$ cat src/rtl/tile_frame_renderer.sv
// Tile-mapped raster renderer for an LT24-class panel: one pixel per handshake,
// tile-map lookup, texture fetch and colour-keyed sprite overlay.
module tile_frame_renderer #(
  parameter int unsigned SCREEN_W     = 240,
  parameter int unsigned SCREEN_H     = 320,
  parameter int unsigned TILE_LOG2    = 3,
  parameter int unsigned MAP_W        = 30,
  parameter int unsigned MAP_H        = 40,
  parameter int unsigned TILE_BITS    = 2,
  parameter int unsigned ROM_LAT      = 1,
  parameter logic [15:0] TRANSPARENT  = 16'h07E0,
  parameter logic [15:0] BLANK_COLOUR = 16'h0000,
  localparam int unsigned XW  = $clog2(SCREEN_W),
  localparam int unsigned YW  = $clog2(SCREEN_H),
  localparam int unsigned SXW = $clog2(MAP_W),
  localparam int unsigned SYW = $clog2(MAP_H),
  localparam int unsigned MAW = $clog2(MAP_W * MAP_H),
  localparam int unsigned TAW = TILE_BITS + 2 * TILE_LOG2,
  localparam int unsigned SAW = 2 * TILE_LOG2
) (
  input  logic                 clock,
  input  logic                 reset,
  input  logic                 enable,
  input  logic                 blank,
  input  logic                 sprite_en,
  input  logic [SXW-1:0]       sprite_x,
  input  logic [SYW-1:0]       sprite_y,
  output logic [MAW-1:0]       map_addr,
  input  logic [TILE_BITS-1:0] map_code,
  output logic [TAW-1:0]       tex_addr,
  input  logic [15:0]          tex_data,
  output logic [SAW-1:0]       spr_addr,
  input  logic [15:0]          spr_data,
  output logic [XW-1:0]        xAddr,
  output logic [YW-1:0]        yAddr,
  output logic [15:0]          pixelData,
  output logic                 pixelWrite,
  input  logic                 pixelReady,
  output logic                 frame_done,
  output logic                 busy
);

  localparam int unsigned CNTW = $clog2(ROM_LAT + 1) + 1;

  typedef enum logic [1:0] {S_IDLE, S_MAP, S_TEX, S_OUT} state_t;

  state_t               r_state;
  state_t               w_state_next;
  logic [CNTW-1:0]      r_cnt;
  logic [XW-1:0]        r_x;
  logic [YW-1:0]        r_y;
  logic [XW-1:0]        w_nx;
  logic [YW-1:0]        w_ny;
  logic                 r_blank;
  logic                 r_spr_en;
  logic [SXW-1:0]       r_spr_x;
  logic [SYW-1:0]       r_spr_y;
  logic                 r_offmap;
  logic [MAW-1:0]       r_map_addr;
  logic [TAW-1:0]       r_tex_addr;
  logic [SAW-1:0]       r_spr_addr;
  logic [15:0]          r_pixel;
  logic                 r_frame_done;

  logic                 w_hold_done;
  logic                 w_xfer;
  logic                 w_last_x;
  logic                 w_last_y;
  logic                 w_frame_end;
  logic                 w_latch;
  logic                 w_enter_map;
  logic [XW-TILE_LOG2-1:0] w_col;
  logic [YW-TILE_LOG2-1:0] w_row;
  logic                 w_offmap;
  logic [MAW-1:0]       w_map_addr;
  logic                 w_spr_hit;
  logic [15:0]          w_pixel;

  assign w_hold_done = (r_cnt == CNTW'(ROM_LAT));
  assign w_xfer      = (r_state == S_OUT) && pixelReady;
  assign w_last_x    = (r_x == XW'(SCREEN_W - 1));
  assign w_last_y    = (r_y == YW'(SCREEN_H - 1));
  assign w_frame_end = w_xfer && w_last_x && w_last_y;
  assign w_latch     = enable && ((r_state == S_IDLE) || w_frame_end);

  // Raster position that will hold after this edge; the map address is
  // computed from it so it is already registered on MAP entry.
  always_comb begin
    w_nx = r_x;
    w_ny = r_y;
    if (w_xfer) begin
      if (w_last_x) begin
        w_nx = '0;
        w_ny = w_last_y ? '0 : r_y + YW'(1);
      end else begin
        w_nx = r_x + XW'(1);
      end
    end
  end

  always_comb begin
    w_col      = w_nx[XW-1:TILE_LOG2];
    w_row      = w_ny[YW-1:TILE_LOG2];
    w_offmap   = (32'(w_col) >= MAP_W) || (32'(w_row) >= MAP_H);
    w_map_addr = '0;
    if (!w_offmap) begin
      w_map_addr = MAW'(w_col) + MAW'(MAP_W) * MAW'(w_row);
    end
  end

  always_comb begin
    w_state_next = r_state;
    case (r_state)
      S_IDLE: if (enable) w_state_next = S_MAP;
      S_MAP:  if (w_hold_done) w_state_next = S_TEX;
      S_TEX:  if (w_hold_done) w_state_next = S_OUT;
      S_OUT: begin
        if (w_xfer) begin
          if (w_frame_end && !enable) w_state_next = S_IDLE;
          else                        w_state_next = S_MAP;
        end
      end
      default: w_state_next = S_IDLE;
    endcase
  end

  assign w_enter_map = (w_state_next == S_MAP) && (r_state != S_MAP);

  always_comb begin
    w_spr_hit = r_spr_en
             && (32'(r_x[XW-1:TILE_LOG2]) == 32'(r_spr_x))
             && (32'(r_y[YW-1:TILE_LOG2]) == 32'(r_spr_y))
             && (spr_data != TRANSPARENT);
    w_pixel = tex_data;
    if (r_blank || r_offmap) w_pixel = BLANK_COLOUR;
    else if (w_spr_hit)      w_pixel = spr_data;
  end

  always_ff @(posedge clock) begin
    if (reset) r_state <= S_IDLE;
    else       r_state <= w_state_next;
  end

  always_ff @(posedge clock) begin
    if (reset || (w_state_next != r_state)) begin
      r_cnt <= '0;
    end else if ((r_state == S_MAP) || (r_state == S_TEX)) begin
      r_cnt <= r_cnt + CNTW'(1);
    end
  end

  always_ff @(posedge clock) begin
    if (reset) begin
      r_x          <= '0;
      r_y          <= '0;
      r_blank      <= 1'b0;
      r_spr_en     <= 1'b0;
      r_spr_x      <= '0;
      r_spr_y      <= '0;
      r_offmap     <= 1'b0;
      r_map_addr   <= '0;
      r_tex_addr   <= '0;
      r_spr_addr   <= '0;
      r_pixel      <= '0;
      r_frame_done <= 1'b0;
    end else begin
      r_x          <= w_nx;
      r_y          <= w_ny;
      r_frame_done <= w_frame_end;
      if (w_latch) begin
        r_blank  <= blank;
        r_spr_en <= sprite_en;
        r_spr_x  <= sprite_x;
        r_spr_y  <= sprite_y;
      end
      if (w_enter_map) begin
        r_map_addr <= w_map_addr;
        r_offmap   <= w_offmap;
      end
      if ((r_state == S_MAP) && w_hold_done) begin
        r_tex_addr <= {map_code, r_y[TILE_LOG2-1:0], r_x[TILE_LOG2-1:0]};
        r_spr_addr <= {r_y[TILE_LOG2-1:0], r_x[TILE_LOG2-1:0]};
      end
      if ((r_state == S_TEX) && w_hold_done) begin
        r_pixel <= w_pixel;
      end
    end
  end

  assign map_addr   = r_map_addr;
  assign tex_addr   = r_tex_addr;
  assign spr_addr   = r_spr_addr;
  assign xAddr      = r_x;
  assign yAddr      = r_y;
  assign pixelData  = r_pixel;
  assign pixelWrite = (r_state == S_OUT);
  assign frame_done = r_frame_done;
  assign busy       = (r_state != S_IDLE);

endmodule

$ cat config.mk
export PLATFORM = sky130hd
export DESIGN_NAME = tile_frame_renderer
export DESIGN_NICKNAME = d
export VERILOG_FILES = /design/src/rtl/tile_frame_renderer.sv
export SDC_FILE = /design/constraint.sdc
export NUM_CORES = 1
export LEC_CHECK = 0
export ABC_AREA = 1
export CAP_MARGIN = 25
export CORE_AREA = 2 2 89 126
export CTS_CLUSTER_DIAMETER = 100
export CTS_CLUSTER_SIZE = 40
export DETAILED_ROUTE_END_ITERATION = 8
export DIE_AREA = 0 0 91 128
export PLACE_DENSITY = 0.74
export SYNTH_ARGS = -nofsm -noshare
export SYNTH_HDL_FRONTEND = slang
export SYNTH_SLANG_ARGS = --single-unit
export TNS_END_PERCENT = 1
$ cat constraint.sdc
create_clock -name clock -period 4.7 [get_ports clock]
set_input_delay 1.175 -clock clock [delete_from_list [all_inputs] [get_ports clock]]
set_output_delay 1.175 -clock clock [all_outputs]
set_load 0.01 [all_outputs]
==> flow_results.xml <==
<?xml version="1.0" encoding="UTF-8"?>
<metrics>
  <group name="setup_path">
    <metric name="timing.critical_path.fanout_max" unit="">4</metric>
    <metric name="cp-end-kind" unit="">flop</metric>
    <metric name="timing.setup.critical_path_class" unit="">in -&gt; reg</metric>
    <metric name="cp-start-kind" unit="">input port</metric>
    <metric name="critical_path_arrival" unit="ps">4690</metric>
    <metric name="critical_path_required" unit="ps">4960</metric>
  </group>
  <group name="floorplanning">
    <metric name="placeableCoreArea" unit="um2">10600</metric>
    <metric name="die_height" unit="um">128</metric>
    <metric name="die-area" unit="um2">11600</metric>
    <metric name="top_level_ports" unit="">112</metric>
    <metric name="die_width" unit="um">91</metric>
    <metric name="floorplan.rows" unit="">45</metric>
    <metric name="start_util" unit="%">42.9</metric>
  </group>
  <group name="synth">
    <metric name="synth_largest_area_cell" unit="">dfxtp_1</metric>
    <metric name="share_of_cell_area_taken_by_muxes_after_synthesis" unit="%">0</metric>
    <metric name="main_combinational_cell_family_by_area_after_synthesis" unit="">simple AND/OR/NAND/NOR gates</metric>
    <metric name="async_flop_share" unit="%">0</metric>
    <metric name="yosys_warnings" unit="">0</metric>
    <metric name="synthXorXnorAreaFrac" unit="%">2.89</metric>
    <metric name="count_of_different_cell_masters_after_synthesis" unit="">43</metric>
    <metric name="synthAdderAreaFrac" unit="%">11.2</metric>
    <metric name="synth_nets" unit="">731</metric>
    <metric name="synthDominantCellAreaShare" unit="%">31.3</metric>
    <metric name="syn_avg_cell_area" unit="um2">7.06</metric>
    <metric name="post_synth_inst_count" unit="">644</metric>
    <metric name="synth.yosys.seq_area_share" unit="%">31.3</metric>
    <metric name="postSynthRegisterBits" unit="">71</metric>
    <metric name="synthesis.area" unit="um2">4540</metric>
    <metric name="number_of_flops_mapped_to_enable_cells_by_yosys" unit="">0</metric>
    <metric name="synthSimpleGateAreaFrac" unit="%">30.3</metric>
    <metric name="synth_area_leaders" unit="">dfxtp_1 (31%), nand2_1 (10%), inv_1 (8.1%)</metric>
    <metric name="fraction_of_the_mapped_netlist_area_in_compound_gates" unit="%">12.2</metric>
    <metric name="synthFlopType" unit="">dfxtp_1</metric>
  </group>
  <group name="drt">
    <metric name="first_iter_violations" unit="">253</metric>
    <metric name="routed_via_density" unit="">5.01</metric>
    <metric name="avgRoutedWirePerCell" unit="um">13.2</metric>
    <metric name="drtPass1Iterations" unit="">7</metric>
    <metric name="total_detailed_routing_wirelength" unit="um">12300</metric>
    <metric name="vias" unit="">4680</metric>
    <metric name="detail_route.drc_violations" unit="">0</metric>
    <metric name="antenna_left" unit="">0</metric>
  </group>
  <group name="power">
    <metric name="power_report.internal_total" unit="mW">1.33</metric>
    <metric name="netSwitchingFraction" unit="%">32.3</metric>
    <metric name="power.density" unit="nW/um2">307</metric>
    <metric name="worst_ir_drop_vdd" unit="uV">148</metric>
    <metric name="seqPwrFrac" unit="%">36.7</metric>
    <metric name="combinational_share_of_power" unit="%">29.3</metric>
    <metric name="power.clock.fraction" unit="%">34.0</metric>
    <metric name="p_leak" unit="nW">2.82</metric>
    <metric name="power.net_switching" unit="mW">0.633</metric>
  </group>
  <group name="timing">
    <metric name="grt_setup_unrepaired" unit="">false</metric>
    <metric name="layout_worst_path_cycle_share" unit="%">94.2</metric>
    <metric name="minimum_setup_slack_in_the_final_design" unit="ps">271</metric>
    <metric name="maxClockFrequency" unit="MHz">226</metric>
    <metric name="maxSlewViolCount" unit="">0</metric>
    <metric name="timing.final.hold_violations" unit="">0</metric>
    <metric name="fin_crit" unit="ps">4430</metric>
    <metric name="timing.clock.skew" unit="ps">4.53</metric>
    <metric name="setup_viol" unit="">0</metric>
    <metric name="worst-slew-pin-transition" unit="ps">958</metric>
    <metric name="slew_headroom" unit="%">35.8</metric>
  </group>
  <group name="grt">
    <metric name="grt_pass1_vias" unit="">4516</metric>
    <metric name="grt_first_pass_wirelength" unit="um">20200</metric>
    <metric name="aggregate_global_route_resource_usage" unit="%">21.0</metric>
    <metric name="antenna_found_initial" unit="">0</metric>
    <metric name="grt_overflow" unit="">0</metric>
    <metric name="grt_start_max_net_pins" unit="">42</metric>
  </group>
  <group name="cts">
    <metric name="path_clk_slew" unit="ps">60</metric>
    <metric name="tritoncts" unit="">yes</metric>
    <metric name="clock_insertion_delay_worst_skew" unit="ps">330</metric>
    <metric name="max-clock-path-buffers" unit="">2</metric>
    <metric name="numCtsBuffers" unit="">9</metric>
    <metric name="htree_num_levels" unit="">3</metric>
    <metric name="cts.hold.buffers_added" unit="">0</metric>
    <metric name="clk_root_buffer_cell" unit="">clkbuf_16</metric>
    <metric name="cts_sinks" unit="">71</metric>
  </group>
  <group name="place">
    <metric name="post-dp-hpwl" unit="um">9500</metric>
    <metric name="portBuffers" unit="">111</metric>
    <metric name="detailedPlace.worstSlack" unit="ps">-619</metric>
    <metric name="gp_congestion" unit="">0.900</metric>
  </group>
  <group name="flow_run">
    <metric name="drv.max_cap_violation_count" unit="">0</metric>
  </group>
  <group name="layout">
    <metric name="antenna_cells_inserted" unit="">0</metric>
    <metric name="num-nets-final" unit="">876</metric>
    <metric name="area.growth.synth_to_final" unit="%">40.4</metric>
    <metric name="post_layout_utilization_of_the_core" unit="%">60.3</metric>
    <metric name="final_layout_size_suffix_gt1_share" unit="%">14.0</metric>
  </group>
  <group name="worst_hold_path">
    <metric name="hold_path_class" unit="">reg -&gt; reg</metric>
  </group>
  <group name="status">
    <metric name="run_status" unit="">completed</metric>
  </group>
</metrics>
## repair_timing
item | in CTS | in global routing
endpoints found under the hold margin | 0 | 0
pin swaps | 5 | 6
buffers inserted | 3 | 2
resized for setup | 8 | 8
setup endpoints to repair | 6 | 4
## logic make-up after synthesis
family | after synthesis
compound gates | 102
xor+xnor | 15
fa+ha+maj | 36
buf+inv | 127
flops | 71
simple gates | 293
## Yosys cell counts, types with 3 or more instances
cell and count:
nor2_2 6, nor2_1 64, fa_1 8, nand4_1 16, nand3_1 51, inv_1 98, o21ai_0 35, nand3b_1 9
nand2_1 121, o22ai_1 5, clkbuf_1 6, a21oi_1 50, dfxtp_1 71, xnor2_1 8, ha_1 28, nand2_4 3
nor2_4 4, inv_2 6, buf_4 6, nand2_2 8, nor3_1 5, buf_2 3, xor2_1 7
## path summary, 6_finish.rpt
check,startpoint,end,slack (ps),cells after the start
worst max-delay path,pixelReady,map_addr[9],270,25
worst min-delay path,pixelData[12],pixelData[12],460,2
worst max register to register,r_state[1],map_addr[9],460,25
worst min register to register,pixelData[12],pixelData[12],460,2
## power by group through the flow
stage                     registers (mW)  logic (mW)  clock network (mW)
after CTS                          0.719       0.578               0.674
after detailed placement           0.731       0.574                   0
after floorplan                    0.731       0.400                   0
after global routing               0.727       0.640               0.703
after global placement             0.727       0.561                   0
final                              0.719       0.575               0.667
## sequential cells by signal (all words and copies together), names as in the netlist
signal,count
frame_done,1
map_addr,11
pixelData,16
r_blank,1
r_cnt,2
r_offmap,1
r_spr_en,1
r_spr_x,5
r_spr_y,6
r_state,2
tex_addr,8
xAddr,8
yAddr,9
## routing by layer
metal	part of all wire [%]	global-route usage (%)	vias up
li1	-	-	2349
met1	39	22.5	2178
met2	54	40.0	127
met3	4.1	3.35	26
met4	2.6	9.98	0
met5	0	0	-
## critical path: stages
cell and delay [ps]:
clkbuf_2 100, nand2_4 80, nor2_8 150, nand2_4 60, inv_2 50, nand4_1 80
xor2_1 230, nand2_2 120, inv_2 100, ha_4 210, fa_1 520, inv_1 60
fa_1 500, inv_1 60, ha_4 280, nand2_1 60, o21ai_2 140, nand2_1 80
nor2_2 100, nand2_1 70, inv_2 70, a21oi_1 60, nor2_1 80, nand3_1 110
a21oi_2 140
## per-stage QoR
stage	area, um2	hold slack, ps	TNS (ps)	power [mW]	cells
finish	6380	463	0	1.96	935
global route	6380	488	0	2.07	935
CTS	6350	465	0	1.97	933
detailed placement	5980	456	-3350	1.31	914
global placement	5980	451	-2540	1.29	914
floorplan	4550	441	0	1.13	644
## cell type report
class                           count  area, um2
Fill cell                        1000       4200
Multi-Input combinational cell    446       2660
Timing Repair Buffer              155       1440
Sequential cell                    71       1420
Inverter                          106        400
Clock buffer                       12        246
Tap cell                          141        176
Clock inverter                      4       45.0
## placed cells by master, fill, tap and decap left out, types with 7 or more instances in the layout
cell type / Yosys / final
clkdlybuf4s50_1: 0 / 110
fa_1: 8 / 8
inv_2: 6 / 8
ha_1: 28 / 24
nor2_2: 6 / 9
xnor2_1: 8 / 8
clkbuf_16: 0 / 9
nand4_1: 16 / 16
nand3_1: 51 / 51
nand2_1: 121 / 120
nand3b_1: 9 / 9
nand2_2: 8 / 9
xor2_1: 7 / 7
buf_4: 6 / 44
a21oi_1: 50 / 48
inv_1: 98 / 96
o21ai_0: 35 / 34
dfxtp_1: 71 / 71
nor2_1: 64 / 61
No activity file was read; power rests on OpenSTA's default activity.
==> RTL change: new RTL, same flow settings <==
Re-encode `state_t` (4 states) as one-hot, 4 bits wide.
--- a/src/rtl/tile_frame_renderer.sv
+++ b/src/rtl/tile_frame_renderer.sv
@@ -43,5 +43,5 @@
   localparam int unsigned CNTW = $clog2(ROM_LAT + 1) + 1;
 
-  typedef enum logic [1:0] {S_IDLE, S_MAP, S_TEX, S_OUT} state_t;
+  typedef enum logic [3:0] {S_IDLE = 4'b0001, S_MAP = 4'b0010, S_TEX = 4'b0100, S_OUT = 4'b1000} state_t;
 
   state_t               r_state;
Behaviour: same outputs for any inputs over 10 cycles, from zero or initial values and one cycle with reset high; not proved beyond that.
==> RTL change against the unedited design <==
- setup slack worse by 0.12 ns
- synthesized area grew 3.7%
- critical endpoint is now map_addr[10]$_SDFFE_PP0P_
- sequential cell count is 2 higher
- wire length increased by 10%
- design area grew 5.4%
- synthesized cell count increased by 4.7%
- hold slack lost 0.0023 ns
Power is not compared: it rests on default switching activity, and its combinational part moved more than twofold at a synthesized area within 25%.
==> RTL change: results (changes against the unedited design) <==
run status=finished clean (unchanged); Worst Clk Skew=0.00383 ns (was 0.00453 ns); worst hold start=pixelData[13]$_SDFFE_PP0P_ (was pixelData[12]$_SDFFE_PP0P_); hpwl dp=10,400 um (was 9500 um); CP peak stage delay=0.55 ns (was 0.52 ns); Mapped Cells=674 (was 644); Seq/Total Area, Yosys=31.0% (was 31.3%); Mapped Nets=759 (was 731); DRT iter0 DRCs=167 (was 253); capture point of the worst reg-to-reg path=map_addr[10]$_SDFFE_PP0P_ (was map_addr[9]$_SDFFE_PP0P_); Hold WS=0.461 ns (was 0.463 ns); fill cell count=941 (was 1,000); Distinct cells, synth=45 (was 43); Critical R2R Launch=xAddr[0]$_SDFFE_PP0N_ (was r_state[1]$_SDFF_PP0_); final net count=907 (was 876); relative slew slack=37.4% (was 35.8%); r2r setup slk=0.23 ns (was 0.46 ns); wire length per cell=14.1 um (was 13.2 um); sink of the worst hold path=pixelData[13]$_SDFFE_PP0P_ (was pixelData[12]$_SDFFE_PP0P_); routability-driven placement congestion ratio=0.917 (was 0.900); Commonest cells post-synth=nand2_1, inv_1, dfxtp_1 (unchanged); GRT Util Overall=23.5% (was 21.0%); first-pass GRT wire length=22,000 um (was 20,200 um); largest net degree at the start of global routing=39 (was 42); Post-Place Cells=944 (was 914); vias in the first global route=4,915 (was 4,516); Critical Path Slowest Stage Cell=fa_1 (unchanged); worst reg-to-reg path cell count=27 (was 25); WHS Path Cells=2 (unchanged); fin cells=967 (was 935); top cells by area, synth=dfxtp_1, nand2_1, inv_1, ha_1, nor2_1 (was dfxtp_1, nand2_1, inv_1, ha_1, nand3_1); DR vias=4,827 (was 4,680); CTS max path bufs=2 (unchanged); worst path arrival time=4.82 ns (was 4.69 ns); # port buffers=111 (unchanged); layout cells sized above 1=16.9% (was 14.0%); 1st-pass router iterations=5 (was 7)
## RTL change: cell count changes in the layout (fill, tap and decap cells not counted), sizes merged, moves of 4 or more
cell and delta:
inv +15, nand2 +10, buf +4, nor2 +10
o21ai -4
## RTL change: how the worst max path moves through the flow
stage	end	start	slack, ns
after floorplan	map_addr[9]$_SDFFE_PP0P_	pixelReady	-0.05
after detailed placement	map_addr[9]$_SDFFE_PP0P_	pixelReady	-0.74
after CTS	map_addr[10]$_SDFFE_PP0P_	pixelReady	0.004
after global routing	map_addr[10]$_SDFFE_PP0P_	pixelReady	-0.03
final	map_addr[10]$_SDFFE_PP0P_	pixelReady	0.15
after global placement	map_addr[9]$_SDFFE_PP0P_	pixelReady	-0.57
## RTL change: layer usage
layer | up-vias | global-route usage (%) | part of all wire [%]
met5 | - | 0 | 0
met4 | 0 | 15.3 | 4.9
met3 | 44 | 4.41 | 4.1
met2 | 130 | 44.4 | 54
met1 | 2231 | 23.1 | 37
li1 | 2422 | - | -
## RTL change: cells by family after synthesis
| group | after synthesis | share of synthesized area [%] |
|---|---|---|
| simple gates | 318 | 32.5 |
| buf+inv | 142 | 12.6 |
| compound gates | 92 | 10.6 |
| mux | 1 | 0.212 |
| flops | 73 | 31.0 |
| xor+xnor | 14 | 2.60 |
| fa+ha+maj | 34 | 10.5 |
## RTL change: cell type report
| class | instances | share of cell area (%) |
|---|---|---|
| clock buffers | 10 | 3.55 |
| well taps | 141 | 2.62 |
| repair buffers | 158 | 22.1 |
| inverters | 121 | 6.92 |
| flip-flops and latches | 73 | 21.7 |
| multi-input cells | 459 | 41.5 |
| clock inverters | 5 | 1.54 |
## RTL change: through the flow
stage | util (%) | worst slack [ns] | cell area, sq um
after floorplan | - | -0.0520 | 4770
after global placement | 58.7 | -0.571 | 6210
after detailed placement | 58.7 | -0.735 | 6210
after CTS | 62.7 | 0.00389 | 6630
after global routing | 63.5 | -0.0288 | 6730
final | 63.5 | 0.153 | 6730
## RTL change: what timing repair did
action                                  4_1_cts  5_1_grt
pin swaps                                    11       16
endpoints found under the hold margin         0        0
resized for setup                             8       23
gates cloned                                  0        0
endpoints found under the setup margin        6        5
buffers inserted                              7        1
## RTL change: power groups by stage
stage	clock network, uW	registers (uW)	logic, uW
2_1_floorplan	0	660	110
3_3_place_gp	0	662	175
3_5_place_dp	0	663	179
4_1_cts	795	650	180
5_1_grt	817	651	202
6_report	781	650	182
